<file path="src/rtl/mod_add_serial_pkg.sv">
// rtl/mod_add_serial_pkg.sv - shared field-arithmetic constants, state encoding and limb-count helper
package mod_add_serial_pkg;

  localparam int FA_WIDTH = 255;
  localparam int FA_LIMB  = 64;

  // ceil((width+1)/limb): always leaves at least one guard bit above the operand
  function automatic int limb_count(input int width, input int limb);
    return (width + limb) / limb;
  endfunction

  localparam int FA_NUM_LIMBS = limb_count(FA_WIDTH, FA_LIMB);

  typedef enum logic [1:0] {
    IDLE = 2'd0,
    CALC = 2'd1,
    DONE = 2'd2
  } state_t;

endpackage

</file>
<file path="src/rtl/mod_add_limb.sv">
// rtl/mod_add_limb.sv - one limb of the parallel add and add-minus-modulus chains
module mod_add_limb #(
  parameter int LIMB = 64
) (
  input  logic [LIMB-1:0] a_k,
  input  logic [LIMB-1:0] b_k,
  input  logic [LIMB-1:0] q_k,
  input  logic            cin,
  input  logic            bin,
  output logic [LIMB-1:0] s_k,
  output logic [LIMB-1:0] d_k,
  output logic            cout,
  output logic            bout
);

  logic [LIMB:0] s_full;
  logic [LIMB:0] d_full;

  assign s_full = {1'b0, a_k} + {1'b0, b_k} + {{LIMB{1'b0}}, cin};
  // the borrow chain subtracts Q from the sum limb just produced, not from A+B as a whole
  assign d_full = {1'b0, s_full[LIMB-1:0]} - {1'b0, q_k} - {{LIMB{1'b0}}, bin};

  assign s_k  = s_full[LIMB-1:0];
  assign cout = s_full[LIMB];
  assign d_k  = d_full[LIMB-1:0];
  assign bout = d_full[LIMB];

endmodule

</file>
<file path="src/rtl/mod_add_serial.sv">
// rtl/mod_add_serial.sv - limb-serial (A + B) mod Q with valid/ready handshakes
module mod_add_serial
  import mod_add_serial_pkg::*;
#(
  parameter int WIDTH = FA_WIDTH,
  parameter int LIMB  = FA_LIMB
) (
  input  logic             i_clk,
  input  logic             i_rst_n,
  input  logic             i_in_valid,
  output logic             o_in_ready,
  input  logic [WIDTH-1:0] i_a,
  input  logic [WIDTH-1:0] i_b,
  input  logic [WIDTH-1:0] i_q,
  output logic             o_out_valid,
  input  logic             i_out_ready,
  output logic [WIDTH-1:0] o_sum
);

  localparam int NUM_LIMBS = limb_count(WIDTH, LIMB);
  localparam int PW        = NUM_LIMBS * LIMB;
  localparam int CW        = (NUM_LIMBS > 1) ? $clog2(NUM_LIMBS) : 1;

  state_t          state_q, state_d;
  logic [CW-1:0]   cnt_q;
  logic            carry_q, borrow_q;
  logic [PW-1:0]   a_sr, b_sr, q_sr, sum_sr, diff_sr;
  logic [WIDTH-1:0] sum_q;

  logic [LIMB-1:0] s_k, d_k;
  logic            cout, bout;
  logic            accept, last_limb;
  logic [PW-1:0]   sum_next, diff_next;
  logic            unused_bits;

  mod_add_limb #(.LIMB(LIMB)) u_limb (
    .a_k  (a_sr[LIMB-1:0]),
    .b_k  (b_sr[LIMB-1:0]),
    .q_k  (q_sr[LIMB-1:0]),
    .cin  (carry_q),
    .bin  (borrow_q),
    .s_k  (s_k),
    .d_k  (d_k),
    .cout (cout),
    .bout (bout)
  );

  assign accept    = (state_q == IDLE) && i_in_valid;
  assign last_limb = (cnt_q == CW'(NUM_LIMBS - 1));

  // result registers fill from the top so limb k lands in slice k after the last step
  assign sum_next  = {s_k, sum_sr[PW-1:LIMB]};
  assign diff_next = {d_k, diff_sr[PW-1:LIMB]};

  assign o_in_ready  = (state_q == IDLE);
  assign o_out_valid = (state_q == DONE);
  assign o_sum       = sum_q;

  assign unused_bits = ^{sum_sr[LIMB-1:0], diff_sr[LIMB-1:0],
                         sum_next[PW-1:WIDTH], diff_next[PW-1:WIDTH]};

  always_comb begin
    state_d = state_q;
    case (state_q)
      IDLE:    if (accept) state_d = CALC;
      CALC:    if (last_limb) state_d = DONE;
      DONE:    if (i_out_ready) state_d = IDLE;
      default: state_d = IDLE;
    endcase
  end

  always_ff @(posedge i_clk or negedge i_rst_n) begin
    if (!i_rst_n) begin
      state_q  <= IDLE;
      cnt_q    <= '0;
      carry_q  <= 1'b0;
      borrow_q <= 1'b0;
      a_sr     <= '0;
      b_sr     <= '0;
      q_sr     <= '0;
      sum_sr   <= '0;
      diff_sr  <= '0;
      sum_q    <= '0;
    end else begin
      state_q <= state_d;
      if (accept) begin
        a_sr     <= {{(PW-WIDTH){1'b0}}, i_a};
        b_sr     <= {{(PW-WIDTH){1'b0}}, i_b};
        q_sr     <= {{(PW-WIDTH){1'b0}}, i_q};
        cnt_q    <= '0;
        carry_q  <= 1'b0;
        borrow_q <= 1'b0;
      end else if (state_q == CALC) begin
        a_sr     <= a_sr >> LIMB;
        b_sr     <= b_sr >> LIMB;
        q_sr     <= q_sr >> LIMB;
        sum_sr   <= sum_next;
        diff_sr  <= diff_next;
        carry_q  <= cout;
        borrow_q <= bout;
        cnt_q    <= cnt_q + 1'b1;
        // no final borrow means A+B >= Q, so the reduced value is taken
        if (last_limb)
          sum_q <= bout ? sum_next[WIDTH-1:0] : diff_next[WIDTH-1:0];
      end
    end
  end

endmodule

</file>
<file path="config.mk">
export PLATFORM = sky130hd
export DESIGN_NAME = mod_add_serial
export DESIGN_NICKNAME = d
export VERILOG_FILES = /design/src/rtl/mod_add_serial_pkg.sv /design/src/rtl/mod_add_limb.sv /design/src/rtl/mod_add_serial.sv
export SDC_FILE = /design/constraint.sdc
export NUM_CORES = 2
export LEC_CHECK = 0
export CELL_PAD_IN_SITES_DETAIL_PLACEMENT = 0
export CELL_PAD_IN_SITES_GLOBAL_PLACEMENT = 1
export CORE_ASPECT_RATIO = 0.75
export CORE_UTILIZATION = 32
export DETAILED_ROUTE_END_ITERATION = 6
export PLACE_DENSITY_LB_ADDON = 0.1
export SLEW_MARGIN = 20
export SYNTH_ARGS = -nofsm -noshare
export SYNTH_HDL_FRONTEND = slang
export SYNTH_SLANG_ARGS = --single-unit
export TNS_END_PERCENT = 50
</file>
<file path="constraint.sdc">
create_clock -name i_clk -period 9 [get_ports i_clk]
set_clock_uncertainty 0.15 [all_clocks]
set_input_delay 1.8 -clock i_clk [delete_from_list [all_inputs] [get_ports i_clk]]
set_output_delay 1.8 -clock i_clk [all_outputs]
set_load 0.01 [all_outputs]
</file>
== Yosys cells after proc, flatten, opt, wreduce, memory -nomap -nowiden ==
Index checks and enable logic that the tools add are counted.

* Register bits after elaboration: 1541
* Output and inout port bits: 257
* Logic and storage cells: 45

* $add $sub $neg: 5
* Eq/ne operators: 6
* Mux-type cells: 17
* Bitwise operators: 1
* Reduce and logical (&&, ||, !) cells: 6

{| class="wikitable"
|+ Operator list
! kind !! number
|-
| $mux W256 || 6
|-
| $mux W255 || 1
|-
| $add A64 B64 Y65 || 1
|-
| $add A65 B1 Y65 || 1
|-
| $sub A64 B64 Y65 || 1
|-
| $sub A65 B1 Y65 || 1
|-
| $mux W2 || 5
|-
| $pmux W2 S3 || 1
|-
| $reduce_and A3 Y1 || 2
|-
| $eq A2 B2 Y1 const B || 2
|-
| $mux W1 || 4
|-
| $ne A2 B1 Y1 const B || 2
|-
| $add A2 B1 Y2 const B || 1
|-
| $eq A2 B1 Y1 const B || 1
|-
| $logic_not A2 Y1 || 1
|-
| $ne A2 B2 Y1 const B || 1
|-
| $reduce_and A2 Y1 || 1
|-
| $reduce_bool A2 Y1 || 1
|-
| $logic_and A1 B1 Y1 || 1
|-
| $not A1 Y1 || 1
|}

== Depth between registers and ports, before layout ==
* Word-level depth: 6
* Mapped depth: 29
* Depth with buffers taken out: 26

== By module ==
Synthesis repeated with hierarchy kept, for this count alone.

* Cells, all modules: 7613
* Area, all modules: 66924.2 sq um

{| class="wikitable"
|+ Modules (own cells, without submodules)
! module !! times used !! cells each !! area an instance (sq um) !! seq. area each (sq um)
|-
| mod_add_serial || 1 || 6286 || 58094.5 || 35283.8
|-
| mod_add_limb || 1 || 1327 || 8829.7 || 0.0
|}

== Worst setup path before layout ==
Ideal clock, no wire load.

* Path kind: reg2reg
* Start point: register carry_q
* End point: register sum_q[200], in the netlist o_sum[200]
* Data arrival time: 5338 ps
* Setup slack: 3392 ps
* Stages on the path, launching flop included: 28
* Path buffers: 2
* Path through: dfrtp_1 > fa_1 > inv_1 > fa_1 > nand2b_1 > a21oi_1 > o21ai_1 > o21bai_1 > a21oi_1 > o21ai_0 > a21oi_1 > xor2_1 > ha_1 > inv_1 > ha_1 > clkbuf_1 > nand2_1 > nor3_1 > nand4_1 > o22a_1 > nor3b_2 > o21ai_2 > a31oi_1 > xor2_1 > clkbuf_1 > nor2_1 > o21ai_0 > nand2_1

* Longest elaborated chain between the ends: 4

{| class="wikitable"
|+ RTL lines
! item !! RTL line !! text
|-
| start, declared || mod_add_serial.sv:26 || <nowiki>logic carry_q, borrow_q;</nowiki>
|-
| start signal, assigned || mod_add_serial.sv:99 || <nowiki>carry_q <= cout;</nowiki>
|-
| $add A65 B1 Y65 * || mod_add_limb.sv:19 || <nowiki>assign s_full = {1'b0, a_k} + {1'b0, b_k} + {{LIMB{1'b0}}, cin};</nowiki>
|-
| $sub A64 B64 Y65 || mod_add_limb.sv:21 || <nowiki>assign d_full = {1'b0, s_full[LIMB-1:0]} - {1'b0, q_k} - {{LIMB{1'b0}}, bin};</nowiki>
|-
| $sub A65 B1 Y65 || mod_add_limb.sv:21 ||
|-
| $mux W255 * || mod_add_serial.sv:104 || <nowiki>sum_q <= bout ? sum_next[WIDTH-1:0] : diff_next[WIDTH-1:0];</nowiki>
|-
| end signal, assigned || mod_add_serial.sv:104 ||
|-
| end, declared || mod_add_serial.sv:28 || <nowiki>logic [WIDTH-1:0] sum_q;</nowiki>
|}

Mark *: on every way between the ends. The rest lies on a longest branch, timed or not.
A chain may end at the register's enable or synchronous reset.

== Worst setup path after layout ==
* Start point: register carry_q
* End point: register sum_q[88], in the netlist o_sum[88]

* Longest elaborated chain between the ends: 4

{| class="wikitable"
|+ RTL lines
! item !! RTL line
|-
| $add A65 B1 Y65 || mod_add_limb.sv:19
|-
| $sub A64 B64 Y65 || mod_add_limb.sv:21
|-
| $sub A65 B1 Y65 || mod_add_limb.sv:21
|-
| $mux W255 || mod_add_serial.sv:104
|}

Every way passes these cells.

==> flow_metrics.tcl <==
set metrics [dict create \
    status "finished clean" \
    ant_nets 0 \
    drive_gt1_share_pct 4.53 \
    critPathLaunchType "flip-flop" \
    fin_crit_sh_pct 89.1 \
    synth_cell_types 74 \
    cp_top_family "compound AO/OA/AOI/OAI gates" \
    boundaryPins 1026 \
    clkLatencyLatePin_ns 0.82 \
    synth_area_mm2 0.0662 \
    nNetsFinal 9241 \
    clkSinkCount 1410 \
    path_class "reg2reg" \
    start_util_pct 32.2 \
    drc_errors 0 \
    layout_min_cycle_time_ns 8.02 \
    io_buffers 1025 \
    grt_max_degree 208 \
    core_area_mm2 0.206 \
    clockRootBuffer "clkbuf_16" \
    synth_cells 7505 \
    row_count 144 \
    drtIter0Drc 4806 \
    crit_fanout 46 \
    dieArea_mm2 0.209 \
    synth_compound_area_share_pct 13.3 \
    cts_buffers 166 \
    wl_um 270000 \
    cp-end-kind "flip-flop" \
    grt_pass1_vias 55000 \
    fin_setup_tns_ns 0 \
    setup_violations 0 \
    rsz0062_at_grt "no" \
    hold_buffers 0 \
    worst-path-buf-inv 3 \
    yosys_warnings 0 \
    synth.mux.area_fraction_pct 3.56 \
    tightestPinTransition_ns 1.26 \
    worstPathArrival_ns 8.51 \
    dpl.hpwl_um 198000 \
    synthSimpleGateAreaFrac_pct 20.7 \
    ys.flop_type "dfrtp_1" \
    cts_tree "done" \
    hold_path_class "reg2reg" \
    dr.pass1.iters 5 \
    synthAdderAreaFrac_pct 3.67 \
    slowest_delay_ns 0.98 \
    die_y_um 396 \
    synthXorXnorAreaFrac_pct 1.64 \
    cp.required_ns 9.49 \
    htreeDepth 4 \
    synth_fp_nets 8466 \
    grt_pass1_wl_um 392000 \
    fmax_mhz 125 \
    cts_buffer_depth 4 \
    ys_seq_area_share_pct 53.3 \
    cts_resized 0 \
    synth_edf_count 0 \
    slew_viol_final 0 \
    maxCapViolCount 0 \
    via_count 56200 \
    area.growth.synth_to_final_pct 27.4 \
    cp_cell_sequence "fa_1, inv_1, fa_1, nand2b_1, a21oi_1, o21ai_1, o31a_1, o31a_1, xor2_1, ha_1, inv_1, ha_1, nand2_1, nor3_1, nand4_1, o22a_1, nor3b_2, o21ai_2, a31oi_1, xnor2_4, buf_4, mux2i_1, o21ai_0" \
    overflow 0 \
    synth_area_per_cell_um2 8.83 \
    clk_pin_slew_ns 0.06 \
    antenna_found_initial 62 \
    wl_per_cell_um 24.1 \
    postCtsSetupBuffers 0 \
    die_x_um 527 \
    crit_path_top_delay_cell "xor2_1" \
    vias_per_cell 5.02 \
    synth_seq_cells 1410 \
    async_flop_share_pct 100 \
    synth_top_family_by_area "simple AND/OR/NAND/NOR gates" \
    hold_viol_final 0 \
    grtUsageTotal_pct 25.3 \
    relSlewSlack_pct 16.1 \
    gp_congestion 0.877 \
]
-- layout make-up --
cell class / instances / area, µm²
fillers: 20600 / 121000
flip-flops and latches: 1410 / 35300
multi-input cells: 5434 / 28400
repair buffers: 1103 / 11100
clock buffers: 239 / 4840
well taps: 2774 / 3470
inverters: 165 / 619
clock inverters: 44 / 484
diodes: 26 / 65.1
-- metrics by stage --
stage	utilization [%]	area [µm²]	worst slack [ns]	hold WS [ns]	std cells
2_1_floorplan	-	66200	3.39	0.295	7505
3_3_place_gp	38.4	78900	1.25	0.307	10900
3_5_place_dp	38.4	78900	1.20	0.310	10900
4_1_cts	41.0	84300	1.20	0.322	11200
5_1_grt	41.0	84400	0.772	0.338	11200
6_report	41.0	84400	0.981	0.316	11200
-- worst register-to-register path, delay by kind of cell (launching register included) --
family                   cells  cell delay (ns)
flip-flops                   1             0.38
multiplexers                 1             0.31
buffers and inverters        3             0.88
AO/OA/AOI/OAI                8             2.27
AND/OR/NAND/NOR              5             1.17
XOR/XNOR                     2             1.37
adder cells (fa/ha/maj)      4             1.35
-- sequential cells by signal (all words and copies together), names as in the netlist --
signal    cells
b_sr        255
q_sr        255
borrow_q      1
diff_sr     192
a_sr        255
state_q       2
sum_sr      192
carry_q       1
o_sum       255
cnt_q         2
-- placed cells by master, fill, tap and decap left out, types with 174 or more instances in the layout --
cell type / instances
nand2_1: 2799
o21ai_0: 373
a31oi_1: 203
dfrtp_1: 1410
clkdlybuf4s50_1: 1024
mux2i_1: 205
nand3_1: 223
ha_1: 188
a21oi_1: 174
a22oi_1: 377
nor2_1: 329
-- worst paths after layout --
path                                           endpoint  slack (ns)                    from  cells past startpoint
worst max-delay path              o_sum[88]$_DFFE_PN0P_        0.98     carry_q$_DFFE_PN0P_                     23
worst min register to register   o_sum[202]$_DFFE_PN0P_        0.32  o_sum[202]$_DFFE_PN0P_                      2
worst min-delay path             o_sum[202]$_DFFE_PN0P_        0.32  o_sum[202]$_DFFE_PN0P_                      2
max in group asynchronous        o_sum[101]$_DFFE_PN0P_        5.89                 i_rst_n                      3
worst max register to register    o_sum[88]$_DFFE_PN0P_        0.98     carry_q$_DFFE_PN0P_                     23
min in group asynchronous       diff_sr[85]$_DFFE_PN0P_        0.68                 i_rst_n                      1
-- Yosys cell counts (11+ instances only) --
cell type  number  area [µm²]
nand2_1      2801       10500
dfrtp_1      1410       35300
clkbuf_1      444        1670
a22oi_1       377        2830
o21ai_0       373        1870
nor2_1        330        1240
nand3_1       223        1120
mux2i_1       205        2050
a31oi_1       203        1270
ha_1          188        2350
a21oi_1       174         871
inv_1         165         619
o21ai_1        74         370
xnor2_1        62         543
a21o_1         58         435
xor2_1         58         508
nand4_1        36         225
nor3_1         32         160
o21bai_1       31         233
mux2_2         27         304
buf_1          19        71.3
a211oi_1       18         135
buf_2          17        85.1
buf_4          16         120
o211ai_1       15         113
nand2b_1       14        87.6
nor2b_1        11        68.8
-- logic make-up after synthesis --
logic type,count (synthesis)
xor gates and xnor gates,122
DFF,1410
and+or+nand+nor,3488
AOI/OAI and AO/OA,1400
adders and majority gates,192
buffers and inverters,661
muxes,232
-- per-layer routing --
| layer | track usage, % | routed length [µm] | vias up |
|---|---|---|---|
| li1 | - | - | 26700 |
| met1 | 37.5 | 131000 | 27800 |
| met2 | 38.3 | 120000 | 1329 |
| met3 | 4.13 | 12500 | 336 |
| met4 | 5.82 | 5630 | 58 |
| met5 | 0 | 388 | - |
Power is left out: the tool's default activity adds up to more than one toggle a clock period on the data nets, which glitch-free logic cannot reach.
